**src/rtl/fbline_writer.sv**
```systemverilog
// Packs 8-bit colormap indices four per word and writes display lines to the
// framebuffer over pipelined Wishbone, one outstanding transaction at a time.
module fbline_writer #(
  parameter int ADDRESS_WIDTH  = 24,
  parameter int BUS_DATA_WIDTH = 32,
  parameter int FW             = 13,
  parameter int LW             = 12
) (
  input  logic                      i_clk,
  input  logic                      i_reset_n,
  input  logic                      i_en,
  input  logic [ADDRESS_WIDTH-1:0]  i_base_addr,
  input  logic [FW:0]               i_line_words,
  input  logic [LW-1:0]             i_vm_height,
  input  logic                      i_valid,
  output logic                      o_ready,
  input  logic [7:0]                i_pixel,
  input  logic                      i_last,
  output logic                      o_wb_cyc,
  output logic                      o_wb_stb,
  output logic                      o_wb_we,
  output logic [ADDRESS_WIDTH-1:0]  o_wb_addr,
  output logic [BUS_DATA_WIDTH-1:0] o_wb_data,
  output logic [3:0]                o_wb_sel,
  input  logic                      i_wb_stall,
  input  logic                      i_wb_ack,
  input  logic                      i_wb_err,
  output logic [LW-1:0]             o_line,
  output logic                      o_frame,
  output logic                      o_err
);
  localparam int AW = ADDRESS_WIDTH;

  localparam logic [1:0] S_IDLE = 2'd0;
  localparam logic [1:0] S_BUS  = 2'd1;
  localparam logic [1:0] S_ACK  = 2'd2;

  logic [1:0]                r_state;
  logic [31:0]               r_word;
  logic [1:0]                r_fill;
  logic [FW:0]               r_widx;
  logic [AW-1:0]             r_line_off;
  logic                      r_drop;
  logic                      r_last_pend;
  logic                      r_cyc, r_stb;
  logic [AW-1:0]             r_addr;
  logic [BUS_DATA_WIDTH-1:0] r_data;
  logic [LW-1:0]             r_line;
  logic                      r_frame, r_err;

  logic        w_accept, w_complete, w_inrange, w_bus_done, w_adv, w_wrap;
  logic [31:0] w_word;

  assign w_accept   = i_en && (r_state == S_IDLE) && i_valid;
  // Pixels land left-justified; unused low bytes stay zero for short words.
  assign w_word     = r_word | ({i_pixel, 24'h000000} >> {r_fill, 3'b000});
  assign w_complete = w_accept && ((r_fill == 2'd3) || i_last);
  assign w_inrange  = (r_widx < i_line_words) && !r_drop;
  assign w_wrap     = (r_line == i_vm_height - 1'b1);

  // A bus transaction ends on ack, or on err which takes precedence.
  assign w_bus_done = ((r_state == S_BUS) && (i_wb_err || (!i_wb_stall && i_wb_ack))) ||
                      ((r_state == S_ACK) && (i_wb_err || i_wb_ack));
  assign w_adv      = (w_complete && i_last && !w_inrange) ||
                      (w_bus_done && r_last_pend);

  always_ff @(posedge i_clk or negedge i_reset_n) begin
    if (!i_reset_n) begin
      r_state     <= S_IDLE;
      r_word      <= '0;
      r_fill      <= '0;
      r_widx      <= '0;
      r_line_off  <= '0;
      r_drop      <= 1'b0;
      r_last_pend <= 1'b0;
      r_cyc       <= 1'b0;
      r_stb       <= 1'b0;
      r_addr      <= '0;
      r_data      <= '0;
      r_line      <= '0;
      r_frame     <= 1'b0;
      r_err       <= 1'b0;
    end else if (!i_en) begin
      r_state     <= S_IDLE;
      r_word      <= '0;
      r_fill      <= '0;
      r_widx      <= '0;
      r_line_off  <= '0;
      r_drop      <= 1'b0;
      r_last_pend <= 1'b0;
      r_cyc       <= 1'b0;
      r_stb       <= 1'b0;
      r_line      <= '0;
      r_frame     <= 1'b0;
      r_err       <= 1'b0;
    end else begin
      r_frame <= 1'b0;
      case (r_state)
        S_IDLE: begin
          if (w_complete) begin
            r_word <= '0;
            r_fill <= '0;
            if (r_widx != '1) r_widx <= r_widx + 1'b1;
            if (w_inrange) begin
              r_state     <= S_BUS;
              r_cyc       <= 1'b1;
              r_stb       <= 1'b1;
              r_addr      <= i_base_addr + r_line_off + AW'(r_widx);
              r_data      <= BUS_DATA_WIDTH'(w_word);
              r_last_pend <= i_last;
            end
          end else if (w_accept) begin
            r_word <= w_word;
            r_fill <= r_fill + 1'b1;
          end
        end
        S_BUS: begin
          if (i_wb_err) begin
            r_state <= S_IDLE;
            r_cyc   <= 1'b0;
            r_stb   <= 1'b0;
            r_err   <= 1'b1;
            r_drop  <= 1'b1;
          end else if (!i_wb_stall) begin
            r_stb <= 1'b0;
            if (i_wb_ack) begin
              r_state <= S_IDLE;
              r_cyc   <= 1'b0;
            end else begin
              r_state <= S_ACK;
            end
          end
        end
        S_ACK: begin
          if (i_wb_err) begin
            r_state <= S_IDLE;
            r_cyc   <= 1'b0;
            r_err   <= 1'b1;
            r_drop  <= 1'b1;
          end else if (i_wb_ack) begin
            r_state <= S_IDLE;
            r_cyc   <= 1'b0;
          end
        end
        default: begin
          r_state <= S_IDLE;
          r_cyc   <= 1'b0;
          r_stb   <= 1'b0;
        end
      endcase

      // Line advance overrides the per-word index update above.
      if (w_adv) begin
        r_widx      <= '0;
        r_drop      <= 1'b0;
        r_last_pend <= 1'b0;
        if (w_wrap) begin
          r_line     <= '0;
          r_line_off <= '0;
          r_frame    <= 1'b1;
        end else begin
          r_line     <= r_line + 1'b1;
          r_line_off <= r_line_off + AW'(i_line_words);
        end
      end
    end
  end

  assign o_ready   = !i_en || (r_state == S_IDLE);
  assign o_wb_cyc  = r_cyc;
  assign o_wb_stb  = r_stb;
  assign o_wb_we   = r_cyc;
  assign o_wb_addr = r_addr;
  assign o_wb_data = r_data;
  assign o_wb_sel  = 4'hf;
  assign o_line    = r_line;
  assign o_frame   = r_frame;
  assign o_err     = r_err;
endmodule

```
**config.mk**
```make
export PLATFORM = sky130hd
export DESIGN_NAME = fbline_writer
export DESIGN_NICKNAME = d
export VERILOG_FILES = /design/src/rtl/fbline_writer.sv
export SDC_FILE = /design/constraint.sdc
export NUM_CORES = 1
export LEC_CHECK = 0
export BUFFER_PORTS_ARGS = -buffer_cell sky130_fd_sc_hd__buf_2
export CORE_MARGIN = 8
export CORE_UTILIZATION = 58
export DETAILED_ROUTE_END_ITERATION = 16
export PLACE_DENSITY = 0.81
export SYNTH_ARGS = -nofsm -noshare
export SYNTH_HDL_FRONTEND = slang
export SYNTH_SLANG_ARGS = --single-unit
```
**constraint.sdc**
```tcl
create_clock -name i_clk -period 3.68 [get_ports i_clk]
set_input_delay 0.736 -clock i_clk [delete_from_list [all_inputs] [get_ports i_clk]]
set_output_delay 0.736 -clock i_clk [all_outputs]
set_load 0.02 [all_outputs]
```
==> results of run 1 <==
-- kinds of logic (layout without fill, tap and decap cells) --
kind of cell,after synthesis,after routing,share of synthesized area
AO/OA/AOI/OAI,309,309,0.218
AND/OR/NAND/NOR,272,272,0.150
flip-flops,148,148,0.405
buffers and inverters,96,234,0.0428
adder cells (fa/ha/maj),82,82,0.125
XOR/XNOR,48,48,0.0460
multiplexers,10,10,0.0116
other,1,4,0.000410
-- registers in the layout, summed over array words and instances, names as in the netlist --
| name | cells |
|---|---|
| o_wb_data | 32 |
| r_word | 32 |
| o_wb_addr | 24 |
| r_line_off | 24 |
| r_widx | 14 |
| o_line | 12 |
| r_fill | 2 |
| r_state | 2 |
| o_err | 1 |
| o_frame | 1 |
| o_wb_cyc | 1 |
| o_wb_stb | 1 |
| r_drop | 1 |
| r_last_pend | 1 |
-- routing by layer --
layer  wire length, um  track usage  up-vias
met4               469       0.0893        0
met3              1270       0.0457       33
met2             11100        0.390      243
met5                 0            0        -
met1             10500        0.312     3844
li1                  -            -     3762
-- through the flow --
stage	utilization	total power [W]	setup slack, ps	instance area, um2
final	0.682	0.00419	393	10700
after global placement	0.645	0.00246	60.1	10100
after global routing	0.682	0.00436	193	10700
after CTS	0.682	0.00421	421	10700
after floorplan	-	0.00220	309	9150
after detailed placement	0.645	0.00248	11.7	10100
-- cells in the final DEF, fill, tap and decap left out, types with 7 or more instances in the layout --
cell type and count:
sky130_fd_sc_hd__ha_1 66, sky130_fd_sc_hd__xnor2_1 28, sky130_fd_sc_hd__inv_1 42, sky130_fd_sc_hd__or4_1 8, sky130_fd_sc_hd__or3_1 13, sky130_fd_sc_hd__clkbuf_16 17, sky130_fd_sc_hd__nand2_1 94, sky130_fd_sc_hd__nor3_1 17
sky130_fd_sc_hd__nor2b_1 7, sky130_fd_sc_hd__nand4_1 10, sky130_fd_sc_hd__nor3b_1 9, sky130_fd_sc_hd__nand3_1 14, sky130_fd_sc_hd__inv_6 8, sky130_fd_sc_hd__o21ai_0 79, sky130_fd_sc_hd__xor2_1 20, sky130_fd_sc_hd__a21oi_1 89
sky130_fd_sc_hd__a21o_1 12, sky130_fd_sc_hd__fa_1 16, sky130_fd_sc_hd__dfrtp_1 148, sky130_fd_sc_hd__nor2_1 51, sky130_fd_sc_hd__o21a_1 16, sky130_fd_sc_hd__buf_2 138, sky130_fd_sc_hd__nand2b_1 7, sky130_fd_sc_hd__and3_1 15
sky130_fd_sc_hd__o31ai_1 18, sky130_fd_sc_hd__buf_4 17, sky130_fd_sc_hd__a22o_1 42
-- critical path: stages (launching register included) --
cell                        delay (ps)
sky130_fd_sc_hd__dfrtp_1           450
sky130_fd_sc_hd__fa_1              530
sky130_fd_sc_hd__ha_1              190
sky130_fd_sc_hd__inv_1              60
sky130_fd_sc_hd__fa_1              390
sky130_fd_sc_hd__nor2b_1           150
sky130_fd_sc_hd__o31a_1            160
sky130_fd_sc_hd__o2111ai_1         170
sky130_fd_sc_hd__a21oi_1           290
sky130_fd_sc_hd__o21a_1            190
sky130_fd_sc_hd__o211ai_1          120
sky130_fd_sc_hd__a2111o_1          430
sky130_fd_sc_hd__nand3_1            70
-- how the worst max path moves through the flow --
stage,start,to,slack [ps]
5_1_grt,r_widx[1],o_wb_addr[17],190
3_5_place_dp,i_base_addr[1],o_wb_addr[21],10
6_report,r_widx[1],o_wb_addr[21],390
3_3_place_gp,i_base_addr[1],o_wb_addr[21],60
2_1_floorplan,i_base_addr[1],o_wb_addr[21],310
4_1_cts,r_widx[1],o_wb_addr[21],420
-- area by class of cell --
cell class,count,area (um2),area share
flip-flops and latches,148,3700,0.347
well taps,216,270,0.0253
repair buffers,160,910,0.0852
clock buffers,17,425,0.0398
clock inverters,15,158,0.0148
inverters,42,158,0.0148
multi-input cells,725,5060,0.473
-- power by group through the flow --
stage | logic [W] | registers [W] | clock network [W]
final | 0.000659 | 0.00179 | 0.00174
after global routing | 0.000725 | 0.00180 | 0.00184
after CTS | 0.000665 | 0.00179 | 0.00176
after detailed placement | 0.000661 | 0.00182 | 0
after global placement | 0.000647 | 0.00182 | 0
after floorplan | 0.000282 | 0.00192 | 0
==> results.toml, run 1 <==
[outcome]
status = "complete, no violations"

[die]
core_um2 = 15700
placementRows = 46
boundaryPins = 144
floorplan.die.width_um = 142
die-area_um2 = 20000
initial_core_util = 0.584
die_height_um = 142

[timing]
final_max_slew_viol_count = 0
worst-slew-pin-transition_ps = 949
max-slew-margin-rel = 0.367
hold_violations = 0
setup_repair_after_global_routing_missed_its_margin = "false"
setup_total_negative_slack_ps = 0
finalSetupViolCount = 0
final.hold.worst_slack_ps = 428
final_worst_path_cycle_share = 0.893
finalCriticalPeriod_ps = 3290
maxClockFrequency_mhz = 304
fin_skew_ps = 11.2

[synthesis]
most_instantiated_library_cell_after_synthesis = "sky130_fd_sc_hd__dfrtp_1"
synthesis.instances = 966
yosys.cell_types.count = 69
synth_async_sr_flop_share = 1.00
netlist.top_cell.by_area = "sky130_fd_sc_hd__dfrtp_1"
synth.cell_area_um2 = 9140
synth_commonest_cells = "sky130_fd_sc_hd__dfrtp_1 (148), sky130_fd_sc_hd__nand2_1 (94), sky130_fd_sc_hd__a21oi_1 (89)"
seq_area_frac_synth = 0.405
ys_seq_elements = 148
synth_warnings = 0
avgSynthCellArea_um2 = 9.46
synth_flop_cell = "sky130_fd_sc_hd__dfrtp_1"
netlist_top_cells_area = "sky130_fd_sc_hd__dfrtp_1 (41%), sky130_fd_sc_hd__ha_1 (9.0%), sky130_fd_sc_hd__a21oi_1 (4.9%)"
synth_enable_flop_cells = 0
synth_top_area_frac = 0.405

[worst_setup_path]
worst-endpoint-required_ps = 4060
critical_path_arrival_ps = 3660
end_kind = "register"
cp-start-kind = "register"
r2r_worst_path_depth = 12
critical_path_peak_fanout = 5
timing.rr.end = "o_wb_addr[21]"
reg2reg_slack_ps = 390
r2r_start = "r_widx[1]"
ws_path_type = "register to register"

[power]
netSwitchingPower_w = 0.00127
switching_share = 0.304
leakage_nw = 5.22
power.density_nw_per_um2 = 392
clock_power_share = 0.416
internal_power_w = 0.00292
power_share_of_the_sequential_group = 0.427
combinational_cell_fraction_of_total_power = 0.157
ir_drop_v = 0.000346

[grt]
largest_net_degree_at_the_start_of_global_routing = 104
grt_antenna_before_repair = 0
grt_pass1_vias = 7602
grt_overflow_total = 0
grt_pass1_wl_um = 38300
globalRouteTotalUtil = 0.240

[final_layout]
area_delta_synth_final_pct = 16.9
num_antenna_cells = 0
layout.filler_cells = 1259
num-nets-final = 1242
post_route_cells_drive_above_1_share = 0.190
final_cell_count_no_fill = 1323

[clock_network]
htree_levels = 4
tritoncts = "done"
cts_setup_buffers = 0
cts_sinks = 148
clkTransAtPathRegs_ps = 70
clock_latency_ps = 440
clock_tree.buffer_depth = 2
post_cts_repair_resize_count = 0
numCtsBuffers = 17
cts.root.buffer_cell = "sky130_fd_sc_hd__clkbuf_16"
cts.hold.buffers_added = 0

[placement]
placed_cells = 1291
hpwl_um = 17300
port_buffers = 139
gp_congestion = 0.949

[job]
max_cap_violations = 0

[detailed_routing]
detailroute.via_count = 7882
route.detailed.vias_per_inst = 5.96
drt_wl_total_um = 23400
route.detailed.drc = 0
ant_nets = 0
detailedRoute.firstPassIterationCount = 6
wire_per_inst_um = 17.7
dr.first_iter.drc_count = 542

[worst_hold_path]
worstHoldPathType = "primary input to async pin"
Power figures use the tool's default switching activity.
==> run 2: changes to the inputs <==
- MAX_ROUTING_LAYER: unset -> met4
- clock period: 3.68 -> 3.1 ns (I/O delays scaled with it)
==> run 2 against run 1 <==
- setup slack lost 290 ps
- first-iteration DRC count up 6.8%
- clock-buffer cell count stayed put
- sequential cell count is the same
- via count is 1.9% higher
- final area is 3.8% higher
- utilization increased by 2.6 points
- non-clock buffer count grew 51
- global-route usage rose by 0.94 points
- combinational power increased by 25%
- routed wire length increased by 1.8%
- critical path depth did not move
- largest power group unchanged
- highest routed layer unchanged
==> results.toml, run 2 (synthesized netlist as in run 1, its figures left out) <==
[final_layout]
finish.instance_area_um2 = 11100
finish.utilization = 0.708
most-common-layout-cells = "sky130_fd_sc_hd__dfrtp_1 (148), sky130_fd_sc_hd__buf_2 (138), sky130_fd_sc_hd__nand2_1 (94), sky130_fd_sc_hd__a21oi_1 (87), sky130_fd_sc_hd__o21ai_0 (77)"
post_route_cells_drive_above_1_share = 0.233
multiInputGateArea_um2 = 5090
num-nets-final = 1293
layout.filler_cells = 1228
area_delta_synth_final_pct = 21.3
num_antenna_cells = 0
final_common_cell = "sky130_fd_sc_hd__dfrtp_1"
area.sequential_um2 = 3700

[grt]
largest_net_degree_at_the_start_of_global_routing = 66
grt_pass1_vias = 8048
grt_pass1_wl_um = 39000
grt_overflow_total = 0
grt_antenna_before_repair = 0
globalRouteTotalUtil = 0.249

[detailed_routing]
detailroute.via_count = 8031
detailedRoute.firstPassIterationCount = 5
met1_length_um = 10200
met2_length_um = 11700
route.detailed.drc = 0
wire_per_inst_um = 17.3
met3RoutedLength_um = 1360
dr.first_iter.drc_count = 579
route.detailed.vias_per_inst = 5.84
top_signal_layer_used = "met4"
drt_wl_total_um = 23800
ant_nets = 0

[outcome]
status = "complete, no violations"

[die]
core_um2 = 15700
initial_core_util = 0.584
boundaryPins = 144
die_height_um = 142
placementRows = 46
floorplan.die.width_um = 142
die-area_um2 = 20000

[clock_network]
cts.hold.buffers_added = 0
htree_levels = 4
clkTransAtPathRegs_ps = 70
cts_sinks = 148
numCtsBuffers = 17
clock_tree.buffer_depth = 2
cts.root.buffer_cell = "sky130_fd_sc_hd__clkbuf_16"
tritoncts = "done"
clock_latency_ps = 430

[timing]
finalSetupViolCount = 0
fin_skew_ps = 8.67
finalCriticalPeriod_ps = 3000
worst-slew-pin-transition_ps = 711
hold_violations = 0
max-slew-margin-rel = 0.525
final_max_slew_viol_count = 0
setup_repair_after_global_routing_missed_its_margin = "true"
setup_total_negative_slack_ps = 0
final_worst_path_cycle_share = 0.967
maxClockFrequency_mhz = 334
postLayoutSetupSlackWorst_ps = 103

[worst_setup_path]
ws_path_type = "register to register"
critical_path_peak_fanout = 3
end_kind = "register"
critical_path_arrival_ps = 3360
worst-endpoint-required_ps = 3470
reg2reg_slack_ps = 100
cp-start-kind = "register"

[power]
power.density_nw_per_um2 = 443
ir_drop_v = 0.000389
leakage_nw = 5.45
power_w = 0.00491

[placement]
gp_congestion = 0.943
detailed_place.area_um2 = 10500
place_worst_setup_slack_ps = -301
hpwl_um = 17700
port_buffers = 139

[worst_hold_path]
worstHoldPathType = "primary input to async pin"

[job]
max_cap_violations = 0
[run 2: cell count changes in the layout (fill, tap and decap cells not counted), sizes merged]
cell      change
buf          +51
bufinv        -1
clkinvlp      +2
inv           -1
[run 2: path summary, 6_finish.rpt]
kind / cells past startpoint / endpoint / startpoint
hold reg to reg: 2 / o_wb_data[19] / o_wb_data[19]
max in group asynchronous: 2 / r_line_off[11] / i_reset_n
setup / recovery: 12 / o_wb_addr[21] / r_widx[1]
hold / removal: 1 / o_wb_data[24] / i_reset_n
setup reg to reg: 12 / o_wb_addr[21] / r_widx[1]
min in group i_clk: 2 / o_wb_data[19] / o_wb_data[19]
[run 2: layout make-up]
class / instances / area share
Sequential cell: 148 / 0.334
Tap cell: 216 / 0.0244
Inverter: 42 / 0.0142
Multi-Input combinational cell: 725 / 0.459
Clock inverter: 15 / 0.0121
Clock buffer: 17 / 0.0384
Timing Repair Buffer: 211 / 0.118
[run 2: power by group]
part	switching, W	internal, W	leakage, nW
Clock	0.000912	0.00106	0.264
Sequential	0.0000735	0.00205	2.01
Combinational	0.000521	0.000302	3.18
Total	0.00151	0.00341	5.45
[run 2: per-stage QoR]
stage	instances	hold slack (ps)
after floorplan	969	324
after detailed placement	1341	462
final	1374	184
after CTS	1373	194
after global routing	1374	226
after global placement	1341	456
[run 2: worst max-delay path: stages, from the launching register on]
cell and delay, ps:
sky130_fd_sc_hd__dfrtp_1 410, sky130_fd_sc_hd__fa_1 520, sky130_fd_sc_hd__ha_2 210, sky130_fd_sc_hd__inv_2 40, sky130_fd_sc_hd__fa_2 350, sky130_fd_sc_hd__nor2b_2 130
sky130_fd_sc_hd__o31a_1 180, sky130_fd_sc_hd__o2111ai_2 150, sky130_fd_sc_hd__a21oi_2 220, sky130_fd_sc_hd__o21a_1 160, sky130_fd_sc_hd__o211ai_1 120, sky130_fd_sc_hd__a2111o_1 380
sky130_fd_sc_hd__nand3_1 70
[run 2: what timing repair did]
action / CTS / global route
buffers inserted: 0 / 1
endpoints found under the setup margin: 0 / 27
resized for setup: 0 / 9
[run 2: layer usage]
metal | GRT usage | up-vias
met4 | 0.0791 | 0
met3 | 0.0457 | 46
li1 | - | 3875
met2 | 0.413 | 277
met5 | - | -
met1 | 0.305 | 3833
==> run 3: changes to the inputs <==
- CELL_PAD_IN_SITES_DETAIL_PLACEMENT: unset -> 1
- CELL_PAD_IN_SITES_GLOBAL_PLACEMENT: unset -> 2
- CORE_UTILIZATION: 58 -> 36
- PLACE_DENSITY: 0.81 -> unset
- PLACE_DENSITY_LB_ADDON: unset -> 0.1
==> run 3 against run 2 <==
- the run now ends with setup timing left
- sequential share of layout area fell by 1.2 points
- combinational power rose by 5.0%
- clock skew rose by 9.9 ps
- final cell count rose by 10%
- critical path depth did not move
- clock-buffer cell count rose by 1
- clock power barely moved
- fmax fell by 3.6%
- via count fell by 0.27%
- global-route usage fell by 6.1 points
==> results.toml, run 3 (synthesized netlist as in run 1, its figures left out) <==
[timing]
worst-slew-pin-transition_ps = 779
max-slew-margin-rel = 0.480
finalCriticalPeriod_ps = 3110
final_worst_path_cycle_share = 1.00
hold_violations = 0
maxClockFrequency_mhz = 322
fin_skew_ps = 18.6
setup_repair_after_global_routing_missed_its_margin = "true"
setup_total_negative_slack_ps = -8.28
postLayoutSetupSlackWorst_ps = -8.28
final_max_slew_viol_count = 0
final.hold.worst_slack_ps = 122
finalSetupViolCount = 1

[power]
ir_drop_v = 0.000242
power.density_nw_per_um2 = 432
leakage_nw = 5.60

[final_layout]
final_common_cell = "sky130_fd_sc_hd__dfrtp_1"
area_delta_synth_final_pct = 26.0
num-nets-final = 1322
final_cell_count_no_fill = 1517
num_antenna_cells = 0
finish.utilization = 0.460
post_route_cells_drive_above_1_share = 0.259
most-common-layout-cells = "sky130_fd_sc_hd__dfrtp_1 (147), sky130_fd_sc_hd__buf_2 (138), sky130_fd_sc_hd__nand2_1 (94), sky130_fd_sc_hd__buf_4 (94), sky130_fd_sc_hd__a21oi_1 (85)"

[detailed_routing]
route.detailed.vias_per_inst = 5.28
detailroute.via_count = 8009
drt_wl_total_um = 27600
detailedRoute.firstPassIterationCount = 4
route.detailed.drc = 0
wire_per_inst_um = 18.2
dr.first_iter.drc_count = 370
ant_nets = 0

[worst_hold_path]
worstHoldPathType = "primary input to async pin"

[die]
boundaryPins = 144
placementRows = 58
core_um2 = 25000
initial_core_util = 0.365
floorplan.die.width_um = 175
die-area_um2 = 30700
die_height_um = 175

[worst_setup_path]
critical_path_peak_fanout = 4
critical_path_arrival_ps = 3470
reg2reg_slack_ps = -8
ws_path_type = "register to register"
critical-path-max-stage-delay_ps = 500
worst-endpoint-required_ps = 3470
crit_path_top_delay_cell = "sky130_fd_sc_hd__fa_1"
cp-start-kind = "register"
end_kind = "register"
path_cells = "fa_1 > ha_2 > inv_2 > fa_2 > nor2b_4 > o31a_1 > o2111ai_4 > a21oi_4 > o21a_1 > o211ai_1 > a2111o_1 > nand3_1"

[grt]
global_route.usage.met3 = 0.0288
grt_util_met1 = 0.241
grt_overflow_total = 0
grt_util_met2 = 0.311
globalRouteTotalUtil = 0.188
grt_pass1_vias = 8522
top_usage_layer = "met2"
grt_pass1_wl_um = 45700
largest_net_degree_at_the_start_of_global_routing = 56
grt_antenna_before_repair = 0

[placement]
place_worst_setup_slack_ps = -340
gp_congestion = 0.824
port_buffers = 139
placed_cells = 1483
hpwl_um = 21500

[clock_network]
cts.root.buffer_cell = "sky130_fd_sc_hd__clkbuf_16"
cts_sinks = 148
clock_latency_ps = 440
htree_levels = 4
numCtsBuffers = 17
clkTransAtPathRegs_ps = 80
clock_tree.buffer_depth = 2
tritoncts = "done"

[outcome]
violated_checks = "setup timing"
status = "finished with violations"

[job]
max_cap_violations = 0
## run 3: report_power, final
group | switching [W] | internal, W | leakage (nW)
Sequential | 0.0000755 | 0.00205 | 2.01
Clock | 0.000938 | 0.00105 | 0.254
Combinational | 0.000540 | 0.000324 | 3.33
## run 3: per-stage QoR
| stage | power [W] | area, um2 |
|---|---|---|
| after floorplan | 0.00261 | 9170 |
| after global placement | 0.00302 | 10900 |
| after detailed placement | 0.00303 | 10900 |
| after CTS | 0.00504 | 11400 |
| after global routing | 0.00521 | 11500 |
| final | 0.00497 | 11500 |
## run 3: worst max-delay path, delay by kind of cell (launching register included)
family                   cells  cell delay, ps
AO/OA/AOI/OAI                6            1320
flip-flops                   1             450
buffers and inverters        1              40
adder cells (fa/ha/maj)      3            1040
AND/OR/NAND/NOR              2             190
## run 3: final cells by class
class,instances,area [um2]
inverters,42,158
well taps,330,413
clock inverters,14,118
multi-input cells,725,5150
flip-flops and latches,148,3700
clock buffers,18,429
repair buffers,240,1550
fillers,2941,13500
## run 3: timing repair
item                                    in CTS  in global routing
hold buffers                                 0                  0
pin swaps                                    2                  8
buffers inserted                             0                  2
endpoints found under the setup margin       3                 55
resized for setup                            1                 23
hold endpoints to repair                     0                  0
## run 3: worst paths after layout
check,start,end,cells after the start
max reg2reg,r_line_off[1],o_wb_addr[21],12
max,r_line_off[1],o_wb_addr[21],12
min,i_reset_n,r_line_off[2],1
max in group asynchronous,i_reset_n,r_word[4],2
min reg2reg,o_wb_data[7],o_wb_data[7],2
min in group i_clk,o_wb_data[7],o_wb_data[7],2
## run 3: metal layers
metal	part of all wire	vias up
met5	0	-
met4	0.0080	0
met3	0.031	19
met2	0.49	133
met1	0.48	3941
li1	-	3916
